**src/rtl/intersection_scheduler.sv**
```systemverilog
// rtl/intersection_scheduler.sv - timed two-street intersection phase scheduler with pedestrian walk
module intersection_scheduler #(
    parameter int MIN_GREEN  = 8,
    parameter int MAX_GREEN  = 32,
    parameter int YELLOW_CYC = 3,
    parameter int ALLRED_CYC = 2,
    parameter int WALK_CYC   = 6,
    parameter int CW         = 6
) (
    input  logic       clk,
    input  logic       rst_n,
    input  logic       ta,
    input  logic       tb,
    input  logic       ped_req,
    output logic [1:0] la,
    output logic [1:0] lb,
    output logic       walk,
    output logic       ped_pend,
    output logic [2:0] state_o
);

    typedef enum logic [2:0] {
        A_GREEN  = 3'd0,
        A_YELLOW = 3'd1,
        A_ALLRED = 3'd2,
        B_GREEN  = 3'd3,
        B_YELLOW = 3'd4,
        B_ALLRED = 3'd5,
        PED_WALK = 3'd6
    } state_t;

    localparam logic [1:0] GREEN  = 2'b00;
    localparam logic [1:0] YELLOW = 2'b01;
    localparam logic [1:0] RED    = 2'b10;

    localparam logic [CW-1:0] MIN_T    = CW'(MIN_GREEN - 1);
    localparam logic [CW-1:0] MAX_T    = CW'(MAX_GREEN - 1);
    localparam logic [CW-1:0] YELLOW_T = CW'(YELLOW_CYC - 1);
    localparam logic [CW-1:0] ALLRED_T = CW'(ALLRED_CYC - 1);
    localparam logic [CW-1:0] WALK_T   = CW'(WALK_CYC - 1);

    state_t        state;
    state_t        state_next;
    logic [CW-1:0] timer;
    logic          next_b;
    logic          next_b_next;
    logic          min_done;
    logic          max_done;

    assign min_done = (timer >= MIN_T);
    assign max_done = (timer >= MAX_T);

    always_ff @(posedge clk) begin
        if (!rst_n) begin
            state    <= A_GREEN;
            timer    <= '0;
            ped_pend <= 1'b0;
            next_b   <= 1'b1;
        end else begin
            state  <= state_next;
            next_b <= next_b_next;
            if (state_next != state) begin
                timer <= '0;
            end else if (timer != MAX_T) begin
                timer <= timer + 1'b1;
            end
            // Entering the walk clears the request even if the button is pressed that same cycle.
            if (state_next == PED_WALK && state != PED_WALK) begin
                ped_pend <= 1'b0;
            end else if (ped_req && state != PED_WALK) begin
                ped_pend <= 1'b1;
            end
        end
    end

    always_comb begin
        state_next  = state;
        next_b_next = next_b;
        case (state)
            A_GREEN: begin
                if (min_done && (tb || ped_pend) && (!ta || max_done)) begin
                    state_next = A_YELLOW;
                end
            end
            A_YELLOW: begin
                if (timer == YELLOW_T) begin
                    state_next = A_ALLRED;
                end
            end
            A_ALLRED: begin
                if (timer == ALLRED_T) begin
                    next_b_next = 1'b1;
                    state_next  = ped_pend ? PED_WALK : B_GREEN;
                end
            end
            B_GREEN: begin
                if (min_done && (ta || ped_pend) && (!tb || max_done)) begin
                    state_next = B_YELLOW;
                end
            end
            B_YELLOW: begin
                if (timer == YELLOW_T) begin
                    state_next = B_ALLRED;
                end
            end
            B_ALLRED: begin
                if (timer == ALLRED_T) begin
                    next_b_next = 1'b0;
                    state_next  = ped_pend ? PED_WALK : A_GREEN;
                end
            end
            PED_WALK: begin
                if (timer == WALK_T) begin
                    state_next = next_b ? B_GREEN : A_GREEN;
                end
            end
            default: state_next = A_GREEN;
        endcase
    end

    always_comb begin
        la   = RED;
        lb   = RED;
        walk = 1'b0;
        case (state)
            A_GREEN:  la   = GREEN;
            A_YELLOW: la   = YELLOW;
            B_GREEN:  lb   = GREEN;
            B_YELLOW: lb   = YELLOW;
            PED_WALK: walk = 1'b1;
            default:  ;
        endcase
    end

    assign state_o = state;

endmodule

```
**config.mk**
```make
export PLATFORM = sky130hd
export DESIGN_NAME = intersection_scheduler
export DESIGN_NICKNAME = d
export VERILOG_FILES = /design/src/rtl/intersection_scheduler.sv
export SDC_FILE = /design/constraint.sdc
export NUM_CORES = 1
export LEC_CHECK = 0
export CELL_PAD_IN_SITES_DETAIL_PLACEMENT = 0
export CELL_PAD_IN_SITES_GLOBAL_PLACEMENT = 2
export CORE_MARGIN = 2
export CORE_UTILIZATION = 30
export CTS_CLUSTER_SIZE = 16
export DETAILED_ROUTE_END_ITERATION = 8
export PLACE_DENSITY = 0.84
export SETUP_SLACK_MARGIN = 0.5
export SYNTH_ARGS = -nofsm -noshare
export SYNTH_HDL_FRONTEND = slang
export SYNTH_SLANG_ARGS = --single-unit
export TNS_END_PERCENT = 10
```
**constraint.sdc**
```tcl
create_clock -name clk -period 3.07 [get_ports clk]
set_clock_uncertainty 0.05 [all_clocks]
set_input_delay 0.614 -clock clk [delete_from_list [all_inputs] [get_ports clk]]
set_output_delay 0.614 -clock clk [all_outputs]
set_load 0.005 [all_outputs]
```
==> results of run 1 <==
## worst min-delay path: stages, from the launching register on
cell and delay, ns:
dfxtp_1 0.39, a41oi_1 0.06, o21ai_0 0.12
## stage by stage
stage | hold WS, ns | instances | setup slack, ns | total power (W) | instance area (sq um)
after floorplan | 0.473 | 128 | 0.954 | 0.000439 | 975
after global placement | 0.524 | 176 | 0.527 | 0.000489 | 1100
after detailed placement | 0.539 | 176 | 0.510 | 0.000492 | 1100
after CTS | 0.560 | 180 | 0.523 | 0.000602 | 1130
after global routing | 0.619 | 180 | 0.460 | 0.000650 | 1130
final | 0.555 | 180 | 0.566 | 0.000599 | 1130
## cell families after synthesis
kind of cell	Yosys count	synth area share [%]
compound gates	34	25.4
xor+xnor	3	2.70
fa+ha+maj	3	3.85
buf+inv	14	7.83
flops	11	22.6
mux	2	2.18
simple gates	61	35.4
## layer usage
metal  GRT usage [%]  share of wire, %
met1            19.6                51
met2            24.3                44
met3            3.84               4.3
met4            2.80              0.37
met5               0                 0
## where the power goes
group	internal, W	total, W	switching, W
sequential	0.000170	0.000234	0.0000648
combinational	0.000122	0.000255	0.000133
clock	0.0000483	0.000109	0.0000610
total	0.000340	0.000599	0.000259
## area by class of cell
| type | instances | area, sq um | area share (%) |
|---|---|---|---|
| clock buffer | 3 | 22.5 | 1.99 |
| sequential | 11 | 221 | 19.6 |
| timing repair buffer | 13 | 130 | 11.5 |
| tap | 44 | 55.1 | 4.87 |
| inverter | 5 | 18.8 | 1.66 |
| multi-input combinational | 103 | 678 | 60.0 |
| clock inverter | 1 | 5.00 | 0.442 |
## sequential cells by signal, indices dropped and copies added (netlist names)
| name | cells |
|---|---|
| state_o | 3 |
| ped_pend | 1 |
| timer | 6 |
| next_b | 1 |
## synthesized netlist by cell type, drive strengths merged
library cell / n / share of area, %
nor4b: 2 / 3.3
dfxtp: 11 / 23
or3b: 2 / 1.8
nand3: 5 / 2.6
a311o: 1 / 1.0
nand4: 2 / 1.3
or2: 1 / 0.64
a22oi: 2 / 1.5
nor3: 6 / 3.1
a22o: 1 / 0.90
nor4: 4 / 2.6
a221o: 1 / 1.0
mux2: 1 / 1.2
o21a: 1 / 0.77
a31o: 1 / 0.90
o21ai: 6 / 3.1
o22ai: 1 / 0.64
nand2: 8 / 3.1
a41oi: 2 / 1.8
nand2b: 1 / 0.64
nor2: 17 / 6.5
o32ai: 1 / 0.90
o221a: 1 / 1.2
buf: 5 / 4.2
clkbuf: 4 / 1.7
nor2b: 2 / 1.3
and2b: 1 / 0.77
a31oi: 6 / 5.4
o21bai: 1 / 0.77
a21oi: 7 / 4.0
and2: 4 / 2.6
inv: 5 / 1.9
or4b: 1 / 1.4
and3: 3 / 1.9
nand3b: 1 / 0.77
xnor2: 2 / 1.8
or4: 1 / 1.2
mux2i: 1 / 1.0
ha: 3 / 3.9
a21boi: 2 / 1.5
xor2: 1 / 0.90
## how the worst max path moves through the flow
| stage | end | slack [ns] | depth (start not counted) |
|---|---|---|---|
| floorplan | timer[0] | 0.95 | 6 |
| global placement | timer[0] | 0.53 | 5 |
| detailed placement | timer[2] | 0.51 | 5 |
| CTS | lb[1] | 0.52 | 4 |
| global route | walk | 0.46 | 3 |
| finish | walk | 0.57 | 3 |
==> summary.md, run 1 <==
| Metric | Value |
|---|---|
| Status | `finished clean` |
| Final core utilization | `36.7%` |
| Startpoint Class | `register` |
| H-tree levels | `1` |
| FF-to-FF path depth | `6` |
| Power per standard cell area | `529 nW/um^2` |
| DRT iter0 DRCs | `40` |
| Residual DRC count | `0` |
| Distinct cells, synth | `46` |
| CP Class | `reg2out` |
| CP Buf/Inv Count | `1` |
| Fillcell total | `338` |
| Hold WC Path Type | `reg2reg` |
| Root Buffer | `clkbuf_4` |
| Initial core utilization | `between 30% and 40%` |
| Fmax | `~0.4 GHz` |
| Clock slew at reported path FFs | `~0.090 ns` |
| Ant. Diodes | `0` |
| Total track usage | `about 15%` |
| Worst-Skew Late Latency | `0.28 ns` |
| Post-Syn Area | `975 sq um` |
| Most common cell after layout, fill and taps aside | `nor2_1` |
| Flop2flop setup slack | `0.66 ns` |
| Relative slew slack | `60.4%` |
| First-pass DRT Iterations | `5` |
| Final Cycle Share | `around four fifths` |
| Post-CTS Setup Bufs | `0` |
| Largest net degree at the start of global routing | `20` |
| Final net count | `between 100 and 150` |
| Wirelength per Cell | `13.7 microns` |
| Max FO, Critical Path | `13` |
| Cts hold-fix bufs | `0` |
| Resized cells post-CTS | `0` |
| Number of global-route vias before repair | `877` |
| RR Endpoint | `timer[2]` |
| Worst path cell trace | `nor2b_1 -> and2_1 -> clkdlybuf4s50_1` |
| # setup viols final | `0` |
| Post-Syn Nets | `136` |
| Avg Cell Area, Syn | `7.61 sq um` |
| Post-synthesis sequential area ratio | `22.6%` |
| Post-route ant nets | `0` |
| First-pass GRT wire length | `4.05 mm` |
| Worst-margin pin slew | `about 0.6 ns` |
| Final HPWL DP | `1.84 mm` |
| Final Max Slew Viols | `0` |
| Grt ovf | `0` |
| WHS Path Cells | `2` |
| Initial antenna violation count | `0` |
| Routed wire length | `between 2 and 2.5 mm` |
| Bufs on Longest Clock Path | `2` |
| Port Buffers | `13` |
| Cts bufs inserted | `3` |
| Crit path largest cell delay | `around 0.57 ns` |
| Clock sink count | `11` |
| Final min period | `2.50 ns` |
| Worst path arrival time | `approximately 1.8 ns` |
| Final hold violation count | `0` |
| TritonCTS clock tree | `yes` |
| Core area | `3080 sq um` |
| Register bit count reported by yosys | `11` |
| Die height | `61 microns` |
| RSZ-0062 raised after global routing | `yes` |
| Launch point of the worst hold path | `next_b` |
| Post-synthesis cell count | `128` |
| Worst setup path start | `state_o[1]` |
| Worst hold path endpoint | `next_b` |
| Worst EP required | `2.41 ns` |
| Fin Setup TNS | `0 ns` |
| Layout cells sized above 1 | `11.8%` |
| Die footprint | `3720 sq um` |
| Highest-delay cell along the critical path | `dfxtp_1` |
| Vias/cell | `5.40` |
| P_leak | `0.392 nW` |
| Ys Warns | `0` |
| Vias | `972` |
| Most frequent cells in the layout | `nor2_1 (17), clkdlybuf4s50_1 (13), dfxtp_1 (10)` |
| Syn-to-layout area delta | `16.0%` |
| CP endpoint kind | `output port` |
| Num rows | `20` |
| CP top delay family | `flip-flops` |
| Peak supply drop | `276 uV` |
| Max-Cap Viols | `0` |
| Reg2reg start | `timer[0]` |
| Gpl congestion | `between 0.7 and 0.8` |
| # IOs | `14` |
| Die X | `61 microns` |
(Power assumes the default switching activity.)
==> run 2: changes to the inputs <==
==> constraint.sdc (replaced) <==
create_clock -name clk -period 2.53 [get_ports clk]
set_clock_uncertainty 0.05 [all_clocks]
set_input_delay 0.506 -clock clk [delete_from_list [all_inputs] [get_ports clk]]
set_output_delay 0.506 -clock clk [all_outputs]
set_load 0.005 [all_outputs]
==> run 2 against run 1 <==
Net effect:
- count of clock-buffer cells in the layout stayed put
- worst hold slack worse by 0.054 ns
- cell area is 16% higher
- sequential power is 11% higher
- register-to-register slack worse by 0.28 ns
- flip-flop and latch count stayed put
- via count is 6.1% higher
- critical path depth is 3 higher
- largest cell class unchanged
==> summary.md, run 2 (synthesized netlist as in run 1, its figures left out) <==
| Metric | Value |
|---|---|
| Sw frac | `42.5% (was 43.2%)` |
| First-pass GRT wire length | `4.41 mm (was 4.05 mm)` |
| Startpoint Class | `register (unchanged)` |
| Hold WC Path Type | `reg2reg (unchanged)` |
| Initial antenna violation count | `0 (unchanged)` |
| NetSw | `0.000346 W (was 0.000259 W)` |
| Residual DRC count | `0 (unchanged)` |
| Final Cycle Share | `85.1%` |
| Num rows | `20 (unchanged)` |
| Most common cell after layout, fill and taps aside | `nor2_1 (unchanged)` |
| Fmax | `0.464 GHz` |
| Number of global-route vias before repair | `925 (was 877)` |
| TritonCTS clock tree | `yes (unchanged)` |
| Worst path arrival time | `2.30 ns (was 1.84 ns)` |
| Post-route ant nets | `0 (unchanged)` |
| # setup viols final | `0 (unchanged)` |
| Max FO, Critical Path | `4 (was 13)` |
| CP Class | `reg2reg (was reg2out)` |
| Largest net degree at the start of global routing | `17 (was 20)` |
| Vias | `1,031 (was 972)` |
| Core area | `3080 sq um (unchanged)` |
| Launch point of the worst hold path | `state_o[1] (was next_b)` |
| Fin Setup TNS | `0 ns (unchanged)` |
| Cts bufs inserted | `3 (unchanged)` |
| Clock slew at reported path FFs | `0.09 ns (about the same)` |
| Bufs on Longest Clock Path | `2 (unchanged)` |
| Port Buffers | `13 (unchanged)` |
| Max reg flops | `6 (unchanged)` |
| Most frequent cells in the layout | `nor2_1 (17), buf_4 (14), clkdlybuf4s50_1 (12) (was nor2_1 (17), clkdlybuf4s50_1 (13), dfxtp_1 (10))` |
| CP endpoint kind | `register (was output port)` |
| Relative slew slack | `70.4% (was 60.4%)` |
| Gpl congestion | `0.782 (was 0.754)` |
| Top reg by flops | `timer (unchanged)` |
| P_leak | `0.482 nW (was 0.392 nW)` |
| Final HPWL DP | `1.90 mm (was 1.84 mm)` |
| Die footprint | `3720 sq um (unchanged)` |
| Final net count | `159 (was 145)` |
| Status | `finished clean (unchanged)` |
| Reg2reg start | `timer[4] (was timer[0])` |
| Max-Cap Viols | `0 (unchanged)` |
| Root Buffer | `clkbuf_4 (unchanged)` |
| DRT iter0 DRCs | `45 (was 40)` |
| Power per standard cell area | `622 nW/um^2 (was 529 nW/um^2)` |
| Total track usage | `16.3% (was 14.7%)` |
| Layout cells sized above 1 | `30.0% (was 11.8%)` |
| Vias/cell | `5.31 (was 5.40)` |
| # IOs | `14 (unchanged)` |
| Die height | `61 microns (unchanged)` |
| Overall power | `0.000813 W (was 0.000599 W)` |
| Grt ovf | `0 (unchanged)` |
| Final hold violation count | `0 (unchanged)` |
| Initial core utilization | `31.7% (unchanged)` |
| Peak supply drop | `303 uV (was 276 uV)` |
| Worst EP required | `2.67 ns (was 2.41 ns)` |
| Routed wire length | `2.77 mm (was 2.46 mm)` |
| H-tree levels | `1 (unchanged)` |
| Clock sink count | `11 (unchanged)` |
| Die X | `61 microns (unchanged)` |
| Clock Power Share | `16.8% (was 18.2%)` |
| Sequential share of power | `32.0% (was 39.1%)` |
| Fin Hold WS | `0.500 ns (was 0.555 ns)` |
| Worst-Skew Late Latency | `0.29 ns (was 0.28 ns)` |
| Final min period | `2.15 ns` |
| Worst setup path start | `timer[4] (was state_o[1])` |
| Cts hold-fix bufs | `0 (unchanged)` |
| Wirelength per Cell | `14.3 microns (was 13.7 microns)` |
| First-pass DRT Iterations | `4 (was 5)` |
| Internal | `0.000467 W (was 0.000340 W)` |
| Ant. Diodes | `0 (unchanged)` |
| Final Max Slew Viols | `0 (unchanged)` |
| Syn-to-layout area delta | `34.1% (was 16.0%)` |
| Worst-margin pin slew | `0.443 ns (was 0.593 ns)` |
| Combinational power share | `51.2% (was 42.6%)` |
| RSZ-0062 raised after global routing | `yes (unchanged)` |
==> run 2: cell types whose count changed in the layout (fill, tap and decap cells not counted), sizes merged <==
| cell | previous run | this run |
|---|---|---|
| dlygate4sd2 | 0 | 1 |
| clkdlybuf4s50 | 13 | 12 |
| buf | 0 | 14 |
==> run 2: path summary, 6_finish.rpt <==
| kind | end | slack, ns | cells past startpoint |
|---|---|---|---|
| worst min register to register | state_o[2] | 0.50 | 2 |
| worst max-delay path | timer[1] | 0.38 | 6 |
| worst min-delay path | state_o[2] | 0.50 | 2 |
| worst max register to register | timer[1] | 0.38 | 6 |
==> run 2: layer usage <==
| layer | routed length [microns] | up-vias | GRT usage, % |
|---|---|---|---|
| li1 | - | 518 | - |
| met1 | 1250 | 484 | 22.2 |
| met2 | 1360 | 24 | 24.7 |
| met3 | 119 | 5 | 3.84 |
| met4 | 34 | 0 | 6.52 |
| met5 | 0 | - | 0 |
==> run 2: metrics by stage <==
stage / area (sq um) / util [%] / instances / setup WS (ns)
CTS: 1190 / 38.8 / 187 / 0.319
detailed placement: 1160 / 37.6 / 183 / 0.133
finish: 1310 / 42.5 / 194 / 0.376
global placement: 1160 / 37.6 / 183 / 0.195
floorplan: 977 / - / 128 / 0.456
global route: 1310 / 42.5 / 194 / 0.306
==> run 2: worst max-delay path, stage by stage (launching register included) <==
cell and delay [ns]:
dfxtp_4 0.37, or4_4 0.54, or4b_4 0.51, a21oi_2 0.16, nor4_1 0.07, buf_4 0.16, nor4_1 0.20
==> run 2: final cells by class <==
type	count	area (sq um)
tap	44	55.1
inverter	5	18.8
clock buffer	3	22.5
clock inverter	1	5.00
fill	315	1770
multi-input combinational	103	729
sequential	11	243
timing repair buffer	27	234
==> run 2: repair_timing <==
action | in CTS | in global routing
hold endpoints to repair | 0 | 0
endpoints found under the setup margin | 12 | 13
setup buffers | 0 | 7
gates resized for setup | 7 | 16
pin swaps | 0 | 2
==> run 2: power by group through the flow <==
stage               Sequential, W  Combinational, W  Clock (W)
global route             0.000265          0.000465   0.000146
global placement         0.000262          0.000353          0
finish                   0.000260          0.000416   0.000137
floorplan                0.000228          0.000305          0
detailed placement       0.000263          0.000353          0
CTS                      0.000258          0.000356   0.000135
==> run 3: changes to the inputs <==
--- a/config.mk
+++ b/config.mk
@@ -7,7 +7,6 @@
 export LEC_CHECK = 0
 export CELL_PAD_IN_SITES_DETAIL_PLACEMENT = 0
 export CELL_PAD_IN_SITES_GLOBAL_PLACEMENT = 2
-export CORE_MARGIN = 2
 export CORE_UTILIZATION = 30
 export CTS_CLUSTER_SIZE = 16
 export DETAILED_ROUTE_END_ITERATION = 8
==> run 3 against run 2 <==
Net effect:
- count of clock-buffer cells in the layout unchanged
- non-clock buffer count increased by 2
- sequential power about the same
- first-iteration DRC count decreased by 47%
- global-route usage decreased by 0.12 points
- cell area up 4.4%
- via count fell by 0.19%
- cell count up 1.0%
- clock power shrank 7%
- largest power group unchanged
==> summary.md, run 3 (synthesized netlist as in run 1, its figures left out) <==
| Metric | Value |
|---|---|
| Number of global-route vias before repair | `931 (was 925)` |
| Die X | `59 microns (was 61 microns)` |
| Bufs on Longest Clock Path | `2 (unchanged)` |
| Status | `finished clean (unchanged)` |
| Final Max Slew Viols | `0 (unchanged)` |
| Initial core utilization | `31.7% (unchanged)` |
| Worst-margin pin slew | `0.432 ns (was 0.443 ns)` |
| Most frequent cells in the layout | `nor2_1 (16), buf_4 (16), clkdlybuf4s50_1 (12) (was nor2_1 (17), buf_4 (14), clkdlybuf4s50_1 (12))` |
| # setup viols final | `0 (unchanged)` |
| Gpl congestion | `0.779 (was 0.782)` |
| Initial antenna violation count | `0 (unchanged)` |
| Final min period | `2.14 ns (was 2.15 ns)` |
| Layout cells sized above 1 | `32.9% (was 30.0%)` |
| Final HPWL DP | `1.94 mm (was 1.90 mm)` |
| Fmax | `0.467 GHz (was 0.464 GHz)` |
| Port Buffers | `13 (unchanged)` |
| Max FO, Critical Path | `4 (unchanged)` |
| Cts bufs inserted | `3 (unchanged)` |
| Post-route ant nets | `0 (unchanged)` |
| Grt ovf | `0 (unchanged)` |
| Routed wire length | `2.65 mm (was 2.77 mm)` |
| Power per standard cell area | `643 nW/um^2 (was 622 nW/um^2)` |
| TritonCTS clock tree | `yes (unchanged)` |
| Final Cycle Share | `84.6% (was 85.1%)` |
| Met3 wire length | `105 microns (was 119 microns)` |
| Wirelength per Cell | `13.5 microns (was 14.3 microns)` |
| Clock slew at reported path FFs | `0.08 ns (was 0.09 ns)` |
| First-pass GRT wire length | `4.27 mm (was 4.41 mm)` |
| Met2 WL post-DR | `1.23 mm (was 1.36 mm)` |
| Die height | `59 microns (was 61 microns)` |
| WL met1 | `1.30 mm (was 1.25 mm)` |
| Worst EP required | `2.67 ns (about the same)` |
| Relative slew slack | `70.9% (was 70.4%)` |
| Max reg flops | `6 (unchanged)` |
| Max-Cap Viols | `0 (unchanged)` |
| Startpoint Class | `register (unchanged)` |
| CP endpoint kind | `register (unchanged)` |
| Die footprint | `3480 sq um (was 3720 sq um)` |
| Ant. Diodes | `0 (unchanged)` |
| DRT iter0 DRCs | `24 (was 45)` |
| H-tree levels | `1 (unchanged)` |
| Num rows | `20 (unchanged)` |
| Top Metal Used | `met4 (unchanged)` |
| Vias | `1,029 (was 1,031)` |
| Residual DRC count | `0 (unchanged)` |
| RSZ-0062 raised after global routing | `yes (unchanged)` |
| Core area | `3080 sq um (unchanged)` |
| Clock sink count | `11 (unchanged)` |
| Largest net degree at the start of global routing | `17 (unchanged)` |
| Worst-Skew Late Latency | `0.27 ns (was 0.29 ns)` |
| Final non-filler cell total | `196 (was 194)` |
| Top reg by flops | `timer (unchanged)` |
| Post-placement cell count | `183 (unchanged)` |
| CP Class | `reg2reg (unchanged)` |
| Final hold violation count | `0 (unchanged)` |
| Final net count | `161 (was 159)` |
| First-pass DRT Iterations | `4 (unchanged)` |
| Total track usage | `16.2% (was 16.3%)` |
| # IOs | `14 (unchanged)` |
| Fin Setup TNS | `0 ns (unchanged)` |
| Root Buffer | `clkbuf_4 (unchanged)` |
| Peak supply drop | `302 uV (was 303 uV)` |
| P_leak | `0.500 nW (was 0.482 nW)` |
| Vias/cell | `5.25 (was 5.31)` |
| Syn-to-layout area delta | `40.1% (was 34.1%)` |
| Hold WC Path Type | `reg2reg (unchanged)` |
| Worst path arrival time | `2.28 ns (was 2.30 ns)` |
==> run 3: path summary, 6_finish.rpt <==
| kind | start | end | slack, ns | depth (start not counted) |
|---|---|---|---|---|
| worst min-delay path | state_o[2] | state_o[2] | 0.50 | 2 |
| worst max-delay path | timer[4] | timer[0] | 0.39 | 6 |
| worst max register to register | timer[4] | timer[0] | 0.39 | 6 |
| worst min register to register | state_o[2] | state_o[2] | 0.50 | 2 |
==> run 3: what timing repair did <==
item	CTS	global route
pin swaps	0	1
setup endpoints to repair	13	12
hold buffers	0	0
gates resized for setup	12	17
setup buffers	0	9
==> run 3: cell type report <==
type	instances	area, sq um
fill	305	1710
timing repair buffer	29	249
sequential	11	241
clock buffer	3	22.5
tap	44	55.1
multi-input combinational	103	773
inverter	5	18.8
clock inverter	1	5.00
==> run 3: power breakdown <==
part           internal, W  switching, W  leakage, nW
Combinational     0.000248      0.000240        0.387
Clock            0.0000586     0.0000689       0.0177
Sequential        0.000205     0.0000569       0.0947
==> run 3: critical path, stage by stage, from the launching register on <==
cell and delay [ns]:
dfxtp_4 0.36, or4_4 0.54, or4b_4 0.52, a21oi_4 0.18
nor4_2 0.06, buf_4 0.16, nor4_4 0.19
==> run 3: per-stage QoR <==
step	total power [W]	utilization [%]	hold slack, ns	cell area [sq um]	setup slack (ns)
final	0.000878	44.3	0.497	1370	0.390
after global routing	0.000949	44.3	0.527	1370	0.296
after CTS	0.000752	39.3	0.496	1210	0.349
after detailed placement	0.000621	37.6	0.535	1160	0.0943
after global placement	0.000615	37.6	0.519	1160	0.194
after floorplan	0.000533	-	0.473	977	0.456
==> run 3: per-layer routing <==
layer | GRT usage (%) | up-vias
li1 | - | 524
met1 | 22.7 | 482
met2 | 24.7 | 21
met3 | 3.49 | 2
met4 | 5.10 | 0
met5 | 0 | -
